`config.mk`:
```
export PLATFORM = sky130hd
export DESIGN_NAME = ssd_scan_ctl
export DESIGN_NICKNAME = d
export VERILOG_FILES = /design/src/rtl/ssd_scan_ctl.sv
export SDC_FILE = /design/constraint.sdc
export NUM_CORES = 1
export LEC_CHECK = 0
export BUFFER_PORTS_ARGS = -buffer_cell sky130_fd_sc_hd__buf_2
export CAP_MARGIN = 20
export CORE_UTILIZATION = 31
export CTS_BUF_LIST = sky130_fd_sc_hd__clkbuf_16
export CTS_CLUSTER_SIZE = 30
export DETAILED_ROUTE_END_ITERATION = 8
export PLACE_DENSITY = 0.46
export SETUP_SLACK_MARGIN = 0.05
export SYNTH_ARGS = -nofsm -noshare
export SYNTH_HDL_FRONTEND = slang
export SYNTH_SLANG_ARGS = --single-unit
export TNS_END_PERCENT = 10
```
`constraint.sdc`:
```
create_clock -name i_clk -period 5.2 [get_ports i_clk]
set_input_delay 0 -clock i_clk [delete_from_list [all_inputs] [get_ports i_clk]]
set_output_delay 0 -clock i_clk [all_outputs]
set_load 0.05 [all_outputs]
```
`src/rtl/ssd_scan_ctl.sv`:
```
// Four-digit 14-segment scan controller: walks one shared decoder across the
// digits, applies game-logic loads only at frame boundaries, blanks and blinks.
module ssd_scan_ctl #(
  parameter int unsigned SCAN_DIV  = 50000,
  parameter int unsigned BLINK_DIV = 64
) (
  input  logic        i_clk,
  input  logic        i_rst,
  input  logic        i_load,
  input  logic [15:0] i_din,
  input  logic        i_blank_lz,
  input  logic [3:0]  i_blink_mask,
  output logic [3:0]  o_bcd,
  output logic [3:0]  o_ssd_ctl,
  output logic        o_ack,
  output logic        o_frame_tick
);

  localparam int unsigned CW = (SCAN_DIV > 1) ? $clog2(SCAN_DIV) : 1;
  localparam int unsigned BW = (BLINK_DIV > 1) ? $clog2(BLINK_DIV) : 1;
  localparam logic [CW-1:0] CNT_MAX = CW'(SCAN_DIV - 1);
  localparam logic [BW-1:0] BL_MAX  = BW'(BLINK_DIV - 1);

  logic [CW-1:0] r_cnt;
  logic [1:0]    r_slot;
  logic [15:0]   r_act_dig;
  logic          r_act_lz;
  logic [3:0]    r_act_mask;
  logic [15:0]   r_pend_dig;
  logic          r_pend_lz;
  logic [3:0]    r_pend_mask;
  logic          r_pend_v;
  logic [BW-1:0] r_bl_cnt;
  logic          r_bl_ph;

  logic          w_tick;
  logic          w_frame;
  logic          w_apply;
  logic [1:0]    w_slot_n;
  logic [15:0]   w_act_dig_n;
  logic          w_act_lz_n;
  logic [3:0]    w_act_mask_n;
  logic          w_bl_ph_n;
  logic          w_z3;
  logic          w_z2;
  logic          w_z1;
  logic          w_lz_hit;
  logic [3:0]    w_bcd_n;
  logic [3:0]    w_ctl_n;

  always_comb begin
    w_tick   = (r_cnt == CNT_MAX);
    w_frame  = w_tick && (r_slot == 2'd0);
    w_apply  = w_frame && (r_pend_v || i_load);
    w_slot_n = w_tick ? (r_slot - 2'd1) : r_slot;

    // A load landing on the boundary edge wins over the older pending copy.
    w_act_dig_n  = r_act_dig;
    w_act_lz_n   = r_act_lz;
    w_act_mask_n = r_act_mask;
    if (w_apply) begin
      if (i_load) begin
        w_act_dig_n  = i_din;
        w_act_lz_n   = i_blank_lz;
        w_act_mask_n = i_blink_mask;
      end else begin
        w_act_dig_n  = r_pend_dig;
        w_act_lz_n   = r_pend_lz;
        w_act_mask_n = r_pend_mask;
      end
    end

    w_bl_ph_n = r_bl_ph;
    if (w_frame && (r_bl_cnt == BL_MAX)) begin
      w_bl_ph_n = ~r_bl_ph;
    end

    w_z3 = (w_act_dig_n[15:12] == 4'd0);
    w_z2 = w_z3 && (w_act_dig_n[11:8] == 4'd0);
    w_z1 = w_z2 && (w_act_dig_n[7:4] == 4'd0);

    unique case (w_slot_n)
      2'd3:    w_lz_hit = w_z3;
      2'd2:    w_lz_hit = w_z2;
      2'd1:    w_lz_hit = w_z1;
      default: w_lz_hit = 1'b0;
    endcase

    w_bcd_n = w_act_dig_n[{w_slot_n, 2'b00} +: 4];
    if (w_act_lz_n && w_lz_hit) begin
      w_bcd_n = 4'hF;
    end
    if (w_bl_ph_n && w_act_mask_n[w_slot_n]) begin
      w_bcd_n = 4'hF;
    end

    w_ctl_n = ~(4'b0001 << w_slot_n);
  end

  always_ff @(posedge i_clk) begin
    if (i_rst) begin
      r_cnt        <= '0;
      r_slot       <= 2'd3;
      r_act_dig    <= '1;
      r_act_lz     <= 1'b0;
      r_act_mask   <= '0;
      r_pend_dig   <= '1;
      r_pend_lz    <= 1'b0;
      r_pend_mask  <= '0;
      r_pend_v     <= 1'b0;
      r_bl_cnt     <= '0;
      r_bl_ph      <= 1'b0;
      o_bcd        <= 4'hF;
      o_ssd_ctl    <= 4'b0111;
      o_ack        <= 1'b0;
      o_frame_tick <= 1'b0;
    end else begin
      r_cnt      <= w_tick ? '0 : r_cnt + 1'b1;
      r_slot     <= w_slot_n;
      r_act_dig  <= w_act_dig_n;
      r_act_lz   <= w_act_lz_n;
      r_act_mask <= w_act_mask_n;

      if (i_load && !w_apply) begin
        r_pend_dig  <= i_din;
        r_pend_lz   <= i_blank_lz;
        r_pend_mask <= i_blink_mask;
        r_pend_v    <= 1'b1;
      end else if (w_apply) begin
        r_pend_v <= 1'b0;
      end

      if (w_frame) begin
        r_bl_cnt <= (r_bl_cnt == BL_MAX) ? '0 : r_bl_cnt + 1'b1;
      end
      r_bl_ph <= w_bl_ph_n;

      o_bcd        <= w_bcd_n;
      o_ssd_ctl    <= w_ctl_n;
      o_ack        <= w_apply;
      o_frame_tick <= w_frame;
    end
  end

endmodule

```
==> impl_metrics.tcl <==
set metrics [dict create \
    start_util_pct 31.8 \
    drv_slew 0 \
    syn_area_um2 3650 \
    die_x_um 111 \
    synth_area_leaders "dfxtp_1, nand2_1, mux2i_1, nor2_1, a21oi_1" \
    p_total_w 0.00131 \
    postCtsSetupRepairBufs 0 \
    power_density_nw_per_um2 300 \
    worstSetupPathType "flop to flop" \
    final_nets 495 \
    synth_edf_count 0 \
    placementRows 39 \
    antenna_cells 0 \
    wirelength_mm 9.00 \
    crit_fanout 13 \
    drive_above_1_share_pct 13.1 \
    final_area_um2 4370 \
    final_cell_mix "dfxtp_1, nand2_1, nor2_1, buf_2, a21oi_1" \
    io_pins 34 \
    synthArstFlopShare_pct 0 \
    setup_violations 0 \
    grt_pass1_vias 3050 \
    finalCriticalPeriod_ns 2.93 \
    cts_tree "built" \
    ys_ff_latch 78 \
    cts_buffers 9 \
    yosys.area.top_type "dfxtp_1" \
    r2r_slack_ns 2.27 \
    grt_max_degree 56 \
    reg2reg_depth 8 \
    syn_avg_cell_area_um2 8.57 \
    drt_iter0_drc 113 \
    rsz0062_at_grt "false" \
    min_to "r_bl_cnt[2]$_SDFFE_PP0P_" \
    area_growth_pct 19.6 \
    htreeDepth 3 \
    layout_commonest_cell "dfxtp_1" \
    fmax_ghz 0.341 \
    place.gp.congestion 0.844 \
    grt_first_pass_wirelength_mm 15.4 \
    ant_nets 0 \
    clock_path_buffers 2 \
    yosys.area.top_type_share_pct 42.8 \
    fillCellCount 1162 \
    dieArea_um2 12200 \
    ys_warn_count 0 \
    min_period_over_period_pct 56.4 \
    viasPerCell 4.90 \
    clock_skew_ns 0.00830 \
    path_clk_slew_ns 0.06 \
    wl_per_cell_um 14.6 \
    portBuffers 33 \
    die_h_um 111 \
    drtPass1Iterations 4 \
    leakagePower_nw 1.71 \
    outcome "completed" \
    worst_setup_path_start_kind "flop" \
    clkLatencyLatePin_ns 0.34 \
    hold_depth 2 \
    finalHoldViolCount 0 \
    drc 0 \
    holdWs_ns 0.285 \
    irDropWorstVdd_mv 0.100 \
    r2r-end "o_bcd[0]$_SDFF_PP1_" \
    synth_nets 453 \
    ys_seq_area_share_pct 42.8 \
    postPlaceCellArea_um2 3870 \
    r2r_start "r_cnt[0]$_SDFF_PP0_" \
    hpwl_mm 6.15 \
    grtUsageTotal_pct 15.9 \
    cts_sinks 78 \
    synth.distinct_cells 50 \
    hold_class "primary input to flop" \
    grt_overflow_total 0 \
    min_from "i_rst" \
    worstPathArrival_ns 3.13 \
    timing.slew.headroom_pct 33.9 \
    worst_pin_slew_ns 0.985 \
    tns_ns 0 \
    worst_ep_required_time_ns 5.40 \
    vias 3016 \
    core_area_um2 11500 \
    ys.flop_type "dfxtp_1" \
    maxCapViolations 0 \
    cts_root_buf "clkbuf_16" \
    critPathCaptureType "flop" \
    antenna_found_initial 0 \
    synth_cells 426 \
]
per-layer routing:
metal  share of wire (%)  up-vias  track usage, %  routed length [µm]
li1                    -     1564               -                   -
met1                  54     1392            22.3                4860
met2                  42       49            23.6                3750
met3                 3.0       11            3.62                 270
met4                 1.3        0            6.13                 116
met5                   0        -               0                   0
flip-flops by register name, summed over array words and instances, names as in the netlist, 2 cells and up:
register     cells
r_act_dig       16
r_cnt           16
r_pend_dig      16
r_bl_cnt         6
o_bcd            4
o_ssd_ctl        4
r_act_mask       4
r_pend_mask      4
r_slot           2
worst max path at each step:
stage,to,slack (ns),cells after the start,startpoint
after floorplan,o_bcd[2]$_SDFF_PP1_,3.15,9,r_cnt[7]$_SDFF_PP0_
after global placement,o_bcd[1]$_SDFF_PP1_,2.47,8,r_cnt[0]$_SDFF_PP0_
after detailed placement,o_bcd[0]$_SDFF_PP1_,2.31,8,r_cnt[0]$_SDFF_PP0_
after CTS,o_bcd[0]$_SDFF_PP1_,2.30,8,r_cnt[0]$_SDFF_PP0_
after global routing,o_bcd[3]$_SDFF_PP1_,1.90,8,r_cnt[0]$_SDFF_PP0_
final,o_bcd[0]$_SDFF_PP1_,2.27,8,r_cnt[0]$_SDFF_PP0_
where the power goes:
part	switching [W]	internal, W
Sequential	0.00000994	0.000611
Combinational	0.0000464	0.0000400
Clock	0.000238	0.000364
what timing repair did:
| item | in CTS | in global routing |
|---|---|---|
| endpoints found under the setup margin | 0 | 0 |
| resized for setup | 0 | 0 |
| endpoints found under the hold margin | 21 | 0 |
| hold buffers | 21 | 0 |
worst max-delay path, cell delays in order (launching register included):
cell and delay (ns):
dfxtp_1 0.39, ha_1 0.25, and3_1 0.24, nand4_1 0.28
xnor2_1 0.87, o211ai_1 0.19, a31oi_1 0.21, o31a_1 0.24
nand4_1 0.12
cell type report:
class | count | area, µm² | area share, %
Multi-Input combinational cell | 320 | 1940 | 44.5
Clock buffer | 9 | 225 | 5.16
Inverter | 4 | 15.0 | 0.344
Sequential cell | 78 | 1560 | 35.8
Tap cell | 143 | 179 | 4.10
Clock inverter | 7 | 57.6 | 1.32
Timing Repair Buffer | 55 | 383 | 8.77
per-stage QoR:
| step | instances | util [%] | setup slack (ns) |
|---|---|---|---|
| floorplan | 426 | - | 3.15 |
| global placement | 579 | 33.8 | 2.47 |
| detailed placement | 579 | 33.8 | 2.31 |
| CTS | 616 | 38.1 | 2.30 |
| global route | 616 | 38.1 | 1.90 |
| finish | 616 | 38.1 | 2.27 |
cell families (layout without fill, tap and decap cells):
logic type               after synthesis  after routing  share of synthesized area (%)
AO/OA/AOI/OAI                         58             58                           9.60
XOR/XNOR                              20             20                           4.80
multiplexers                          22             22                           6.37
AND/OR/NAND/NOR                      217            217                           31.5
buffers and inverters                 28             75                           3.98
flip-flops                            78             78                           42.8
adder cells (fa/ha/maj)                3              3                           1.03
cells in the mapped netlist, drive strengths merged, types with 2 or more instances:
cell type and number:
xor2 14, buf 13, a21oi 30, or4b 3
o21ai 15, or3 2, or2b 6, and4bb 3
nor3 21, clkbuf 11, and3 3, nand4 12
dfxtp 78, mux2i 21, nor2 50, nand3 9
a31oi 5, a32oi 2, nand3b 16, nand2b 15
xnor2 6, or4 2, inv 4, ha 3
nor4 7, nand2 61
(Power assumes the default switching activity.)
